File: src/rtl/maze_rate_gen.sv
// maze_rate_gen: CH independent programmable rate channels from one clock.
// Each channel counts enabled cycles up to its divisor and emits a toggle or tick output.
module maze_rate_gen #(
   parameter int           CH       = 4,
   parameter int           W        = 32,
   parameter logic [W-1:0] DEF_DIV  = 32'd2000000,
   parameter logic         DEF_MODE = 1'b0,
   parameter int           SW       = (CH > 1) ? $clog2(CH) : 1
) (
   input  logic          cin,
   input  logic          rst,
   input  logic          wr_en,
   input  logic [SW-1:0] wr_sel,
   input  logic [W-1:0]  wr_div,
   input  logic          wr_mode,
   input  logic [CH-1:0] ch_en,
   input  logic          resync,
   output logic [CH-1:0] cout,
   output logic [CH-1:0] tick
);

   localparam logic [W-1:0] ONE = {{(W-1){1'b0}}, 1'b1};

   logic [W-1:0]  cnt_q [CH];
   logic [W-1:0]  cnt_d [CH];
   logic [W-1:0]  div_q [CH];
   logic [W-1:0]  div_d [CH];
   logic [CH-1:0] mode_q, mode_d;
   logic [CH-1:0] cout_q, cout_d;
   logic [CH-1:0] tick_q, tick_d;
   logic [CH-1:0] wr_hit_s;
   logic [CH-1:0] term_s;

   // A divisor of zero behaves as one so the channel ticks every enabled cycle.
   function automatic logic [W-1:0] eff_div(input logic [W-1:0] d);
      return (d == '0) ? ONE : d;
   endfunction

   // Next-state for every channel: resync beats write beats count.
   always_comb begin
      for (int i = 0; i < CH; i++) begin
         cnt_d[i]    = cnt_q[i];
         div_d[i]    = div_q[i];
         mode_d[i]   = mode_q[i];
         cout_d[i]   = cout_q[i];
         tick_d[i]   = 1'b0;
         wr_hit_s[i] = wr_en && (wr_sel == SW'(i));
         // >= lets a freshly lowered divisor terminate on the next enabled edge
         term_s[i]   = (cnt_q[i] >= (eff_div(div_q[i]) - ONE));

         if (wr_hit_s[i]) begin
            div_d[i]  = wr_div;
            mode_d[i] = wr_mode;
         end else begin
            div_d[i]  = div_q[i];
            mode_d[i] = mode_q[i];
         end

         if (resync || wr_hit_s[i]) begin
            cnt_d[i]  = '0;
            tick_d[i] = 1'b0;
            cout_d[i] = 1'b0;
         end else if (ch_en[i] && term_s[i]) begin
            cnt_d[i]  = '0;
            tick_d[i] = 1'b1;
            cout_d[i] = mode_q[i] ? 1'b1 : ~cout_q[i];
         end else if (ch_en[i]) begin
            cnt_d[i]  = cnt_q[i] + ONE;
            tick_d[i] = 1'b0;
            cout_d[i] = mode_q[i] ? 1'b0 : cout_q[i];
         end else begin
            cnt_d[i]  = cnt_q[i];
            tick_d[i] = 1'b0;
            cout_d[i] = mode_q[i] ? 1'b0 : cout_q[i];
         end
      end
   end

   // Channel state registers with synchronous reset to the default program.
   always_ff @(posedge cin) begin
      if (rst) begin
         for (int i = 0; i < CH; i++) begin
            cnt_q[i] <= '0;
            div_q[i] <= DEF_DIV;
         end
         mode_q <= {CH{DEF_MODE}};
         cout_q <= '0;
         tick_q <= '0;
      end else begin
         cnt_q  <= cnt_d;
         div_q  <= div_d;
         mode_q <= mode_d;
         cout_q <= cout_d;
         tick_q <= tick_d;
      end
   end

   assign cout = cout_q;
   assign tick = tick_q;

endmodule

File: config.mk
export PLATFORM = sky130hd
export DESIGN_NAME = maze_rate_gen
export DESIGN_NICKNAME = d
export VERILOG_FILES = /design/src/rtl/maze_rate_gen.sv
export SDC_FILE = /design/constraint.sdc
export NUM_CORES = 1
export LEC_CHECK = 0
export BUFFER_PORTS_ARGS = -buffer_cell sky130_fd_sc_hd__clkbuf_2
export CORE_MARGIN = 5
export CORE_UTILIZATION = 35
export DETAILED_ROUTE_END_ITERATION = 8
export SLEW_MARGIN = 5
export SYNTH_ARGS = -nofsm -noshare
export SYNTH_HDL_FRONTEND = slang
export SYNTH_SLANG_ARGS = --single-unit
File: constraint.sdc
create_clock -name cin -period 5.2 [get_ports cin]
set_clock_uncertainty 0.05 [all_clocks]
set_input_delay 0.26 -clock cin [delete_from_list [all_inputs] [get_ports cin]]
set_output_delay 0.26 -clock cin [all_outputs]
set_load 0.005 [all_outputs]
# Word level (Yosys, flattened, before mapping)
# Index checks and enable logic that the tools add are counted.
# word_totals
ff_bits	268
elab_cells	88
# op_classes
n_addsub	8
n_lt_le_gt_ge	4
n_eq_ne	3
muxes	20
bitwise	4
reduce_logical	29
# ops
op	count
$add A32 B1 Y32 const B	4
$ge A32 B32 Y1	4
$logic_not A32 Y1	4
$mux W32	4
$sub A32 B1 Y32 const B	4
$mux W1	16
$reduce_or A3 Y1	4
$logic_and A1 B1 Y1	8
$reduce_bool A2 Y1	4
$reduce_or A2 Y1	4
$eq A2 B2 Y1 const B	2
$logic_or A1 B1 Y1	4
$not A1 Y1	4
$eq A2 B1 Y1 const B	1
$logic_not A2 Y1	1

# Longest topological paths before layout
# logic_depth
ltp_word	6
ltp_mapped	20
depth_no_buf	19

# Worst setup path before layout
# No wires, ideal clock.
# synth_timing
path_type	register to register
startpoint	register div_q[55] (netlist name)
endpoint	register cnt_q[33] (netlist name)
setup_time_ns	0.128
arrival_time_ns	4.260
required_ns	5.022
slack_ns	0.762
path_stages_with_launch	19
n_path_buf	1
period_less_slack_ns	4.438
cell_sequence	dfxtp_1 or4_1 or4_1 nor2_1 nor2_1 ha_1 nand2_1 or4_4 or2_4 nor3_2 xnor2_1 ha_1 nand3_1 or4_1 nor4_1 o31ai_1 nand4b_1 clkbuf_1 nor2_1
# synth_between
elab_chain_cells	6
# synth_rtl
item	line_no	text
from (decl)	26	logic [W-1:0] div_q [CH];
from (signal assigned)	91	div_q <= div_d;
$logic_not A32 Y1	36	return (d == '0) ? ONE : d;
$mux W32 (*)	36	
$sub A32 B1 Y32 (*)	49	term_s[i] = (cnt_q[i] >= (eff_div(div_q[i]) - ONE));
$ge A32 B32 Y1 (*)	49	
$logic_and A1 B1 Y1 (*)	63	end else if (ch_en[i] && term_s[i]) begin
$reduce_or A3 Y1 (no line) (*)	--	
to (signal assigned)	90	cnt_q <= cnt_d;
to (decl)	24	logic [W-1:0] cnt_q [CH];
# Every way passes the cells marked *; elsewhere a longest branch is shown, timed or not.
# A chain may end at the register's enable or synchronous reset.

# Worst setup path after layout
# layout_timing
startpoint	register div_q[55] (netlist name)
endpoint	register cnt_q[36] (netlist name)
# Same word-level chain as after synthesis.

==> summary.md <==
| Metric | Value |
|---|---|
| Area growth, synth to finish | `13.6%` |
| Sequential Area | `5370 um2` |
| Fin. Hold Viols | `0` |
| Avg Cell Area, Syn | `between 8 and 9 um2` |
| Yosys warns | `0` |
| Worst setup SP type | `flop` |
| Htree depth | `1` |
| Peak VDD IR | `197 uV` |
| Post-synthesis register bit count | `268` |
| Compound-cell area share of the yosys netlist | `9.28%` |
| Crit-path leading delay family | `simple AND/OR/NAND/NOR gates` |
| Final Non-Filler Cells | `about 2600` |
| FP Rows | `77` |
| Synth Area in Adders | `~11%` |
| Final Wtd Congestion | `0.922` |
| Clk buf depth | `3` |
| Worst-Margin Slew | `~1.2 ns` |
| Crit Path Category | `flop to flop` |
| DR DRC count | `0` |
| Die height | `221 um` |
| Unrepaired setup endpoints after global routing | `false` |
| Clk sinks | `268` |
| Simple-Gate Fraction of Synth Area | `29.7%` |
| Hold Slack | `between 0.02 and 0.025 ns` |
| Placeable core region | `44100 um2` |
| Per-cell routed wire length | `around 15 um` |
| Layout cells sized above 1 | `7.97%` |
| Top_reg_cell synth | `dfxtp_1` |
| Grt ovf | `0` |
| Req. time, crit path | `between 5 and 6 ns` |
| Synth unique cells | `65` |
| GR Util All Layers | `~16%` |
| HPWL after DPL | `29200 um` |
| Worst path bufs/invs | `1` |
| CTS buffer count | `29` |
| First-pass GRT wire length | `64400 um` |
| Vias per std cell | `5.07` |
| Routed WL | `39500 um` |
| Syn_nets | `2100` |
| Clock transition at path regs | `0.06 ns` |
| P_leak | `around 0.0066 uW` |
| Final design utilization | `approximately 40%` |
| Fillers | `4457` |
| Setup Viol. Count Final | `0` |
| Iter 0 DRT Violations | `roughly 700` |
| Slew headroom | `18.3%` |
| Root Buffer | `clkbuf_16` |
| Tmin final | `4.84 ns` |
| Synth Instances | `1921` |
| Antenna violations before repair | `0` |
| CP Data Arrival Time | `5.23 ns` |
| Proportion of synthesized area in mux cells | `0.530%` |
| Worst path slowest cell | `or4_1` |
| Setup TNS | `0 ns` |
| Post-route clock period utilization | `~93%` |
| NumNets Final | `2152` |
| DP Cell Count | `2510` |
| Starting density of the core | `35.3%` |
| Critical Path Fanout Max | `32` |
| Outcome | `completed` |
| Final slew viol count | `0` |
| Post-synth ARST share | `0%` |
| Power Dens Cells | `around 260 nW/um2` |
| XOR/XNOR share of the synthesized area | `12.8%` |
| Largest family of logic cells by synthesized area | `simple AND/OR/NAND/NOR gates` |
| Diodes inserted | `0` |
| # port buffers | `50` |
| ANT nets after route | `0` |
| Die X | `around 220 um` |
| Total die area | `48800 um2` |
| Crit path cell chain | `or4_1 -> or4_1 -> nor2_1 -> nor2_1 -> ha_1 -> nand2_1 -> or4_4 -> or2_4 -> nor3_2 -> xnor2_1 -> ha_1 -> nand3_1 -> or4_1 -> nor4_1 -> o31ai_1 -> nand4b_1 -> buf_4 -> nor2_1` |
| CTS tree | `yes` |
| Largest net degree at the start of global routing | `97` |
| Post-synth EDFFs | `0` |
| Vias in the first global route | `about 13000` |
| I/O pins | `51` |
| Post-synth design cell area | `~16000 um2` |
| Total number of vias | `13100` |
| 1st-pass router iterations | `5` |
| Post-synthesis sequential area ratio | `34.5%` |
| Crit-path max cell delay | `0.65 ns` |
| Hold WC Path Type | `primary input to flop` |
| FMAX | `207 MHz` |
| Maxcap violations | `0` |
| Critical Path End Type | `flop` |
| Skew-Pair Late Insertion Delay | `around 0.56 ns` |
| Area of the multi-input gates | `9870 um2` |
[per-stage QoR]
stage / instance area [um2] / power (uW) / worst slack, ns
floorplan: 15600 / 2450 / 0.762
global placement: 16500 / 2570 / 0.494
detailed placement: 16500 / 2580 / 0.305
CTS: 17700 / 4720 / 0.268
global route: 17700 / 4860 / 0.0734
finish: 17700 / 4660 / 0.359
[registers in the layout, indices dropped and copies added, names as in the netlist]
name and flops:
mode_q 4, cnt_q 128, tick 4, cout 4
div_q 128
[worst register-to-register path, cell delays in order (launching register included)]
cell and delay, ns:
dfxtp_1 0.38, or4_1 0.65, or4_1 0.60, nor2_1 0.14, nor2_1 0.07, ha_1 0.21, nand2_1 0.16, or4_4 0.18
or2_4 0.16, nor3_2 0.05, xnor2_1 0.13, ha_1 0.28, nand3_1 0.09, or4_1 0.54, nor4_1 0.31, o31ai_1 0.18
nand4b_1 0.13, buf_4 0.32, nor2_1 0.10
[cells in the mapped netlist (7+ instances only)]
library cell	instances	area, um2
nand2_1	376	1410
dfxtp_1	268	5370
nor2_1	159	597
a21oi_1	149	746
ha_1	136	1700
xnor2_1	117	1020
xor2_1	110	963
nor3_1	103	515
clkbuf_1	68	255
nand3_1	54	270
nand4_1	42	263
nand3b_1	35	263
and3_1	31	194
inv_1	25	93.8
o21ai_0	24	120
nor4_1	22	138
or4_1	19	143
and4_1	16	140
or3_1	13	81.3
a21o_1	11	82.6
a31oi_1	10	62.6
nand2b_1	9	56.3
nor3b_1	9	67.6
nor2b_1	8	50.1
a211o_1	7	61.3
or2_2	7	43.8
[cells in the final DEF, fill, tap and decap left out, types with 9 or more instances in the layout]
cell	instances
ha_1	136
a31oi_1	10
nor4_1	22
or3_1	13
and4_1	16
nand4_1	42
nand2b_1	9
inv_1	25
and3_1	31
xor2_1	110
a21o_1	11
clkbuf_16	29
nand2_1	376
a21oi_1	149
nor3_1	102
o21ai_0	24
nand3_1	54
clkbuf_2	49
xnor2_1	117
nor2_1	157
or4_1	19
nand3b_1	35
buf_4	17
dlygate4sd3_1	24
dfxtp_1	268
[where the power goes]
part	total (uW)	internal, uW	switching [uW]	leakage (uW)
Combinational	406	160	246	0.00399
Clock	2110	1240	875	0.000470
Sequential	2150	2090	52.7	0.00217
Total	4660	3490	1170	0.00663
[layout make-up]
| type | instances | area share [%] |
|---|---|---|
| multi-input cells | 1558 | 55.8 |
| clock inverters | 14 | 0.984 |
| clock buffers | 38 | 4.52 |
| flip-flops and latches | 268 | 30.3 |
| repair buffers | 91 | 3.58 |
| inverters | 25 | 0.531 |
| well taps | 592 | 4.19 |
[cell families after synthesis]
| logic type | count (synthesis) |
|---|---|
| and+or+nand+nor | 941 |
| DFF | 268 |
| AOI/OAI and AO/OA | 246 |
| xor gates and xnor gates | 227 |
| adders and majority gates | 136 |
| buffers and inverters | 95 |
| muxes | 8 |
[what timing repair did]
| action | CTS | global route |
|---|---|---|
| endpoints found under the hold margin | 54 | 0 |
| hold buffers | 24 | 0 |
| resized for setup | 0 | 3 |
| setup buffers | 0 | 0 |
| setup endpoints to repair | 0 | 65 |
[layer usage]
layer / global-route usage (%) / wire length, um
met2: 26.1 / 18500
met1: 20.3 / 18400
met3: 1.79 / 1100
met4: 6.34 / 1550
met5: 0 / 0
[final timing paths]
path,start,to,slack [ns],cells past startpoint
hold reg to reg,mode_q[2],mode_q[2],0.42,2
setup / recovery,div_q[55],cnt_q[36],0.36,18
hold / removal,wr_div[15],div_q[79],0.02,3
setup reg to reg,div_q[55],cnt_q[36],0.36,18
Note: power is estimated with default switching activity, not from simulation.
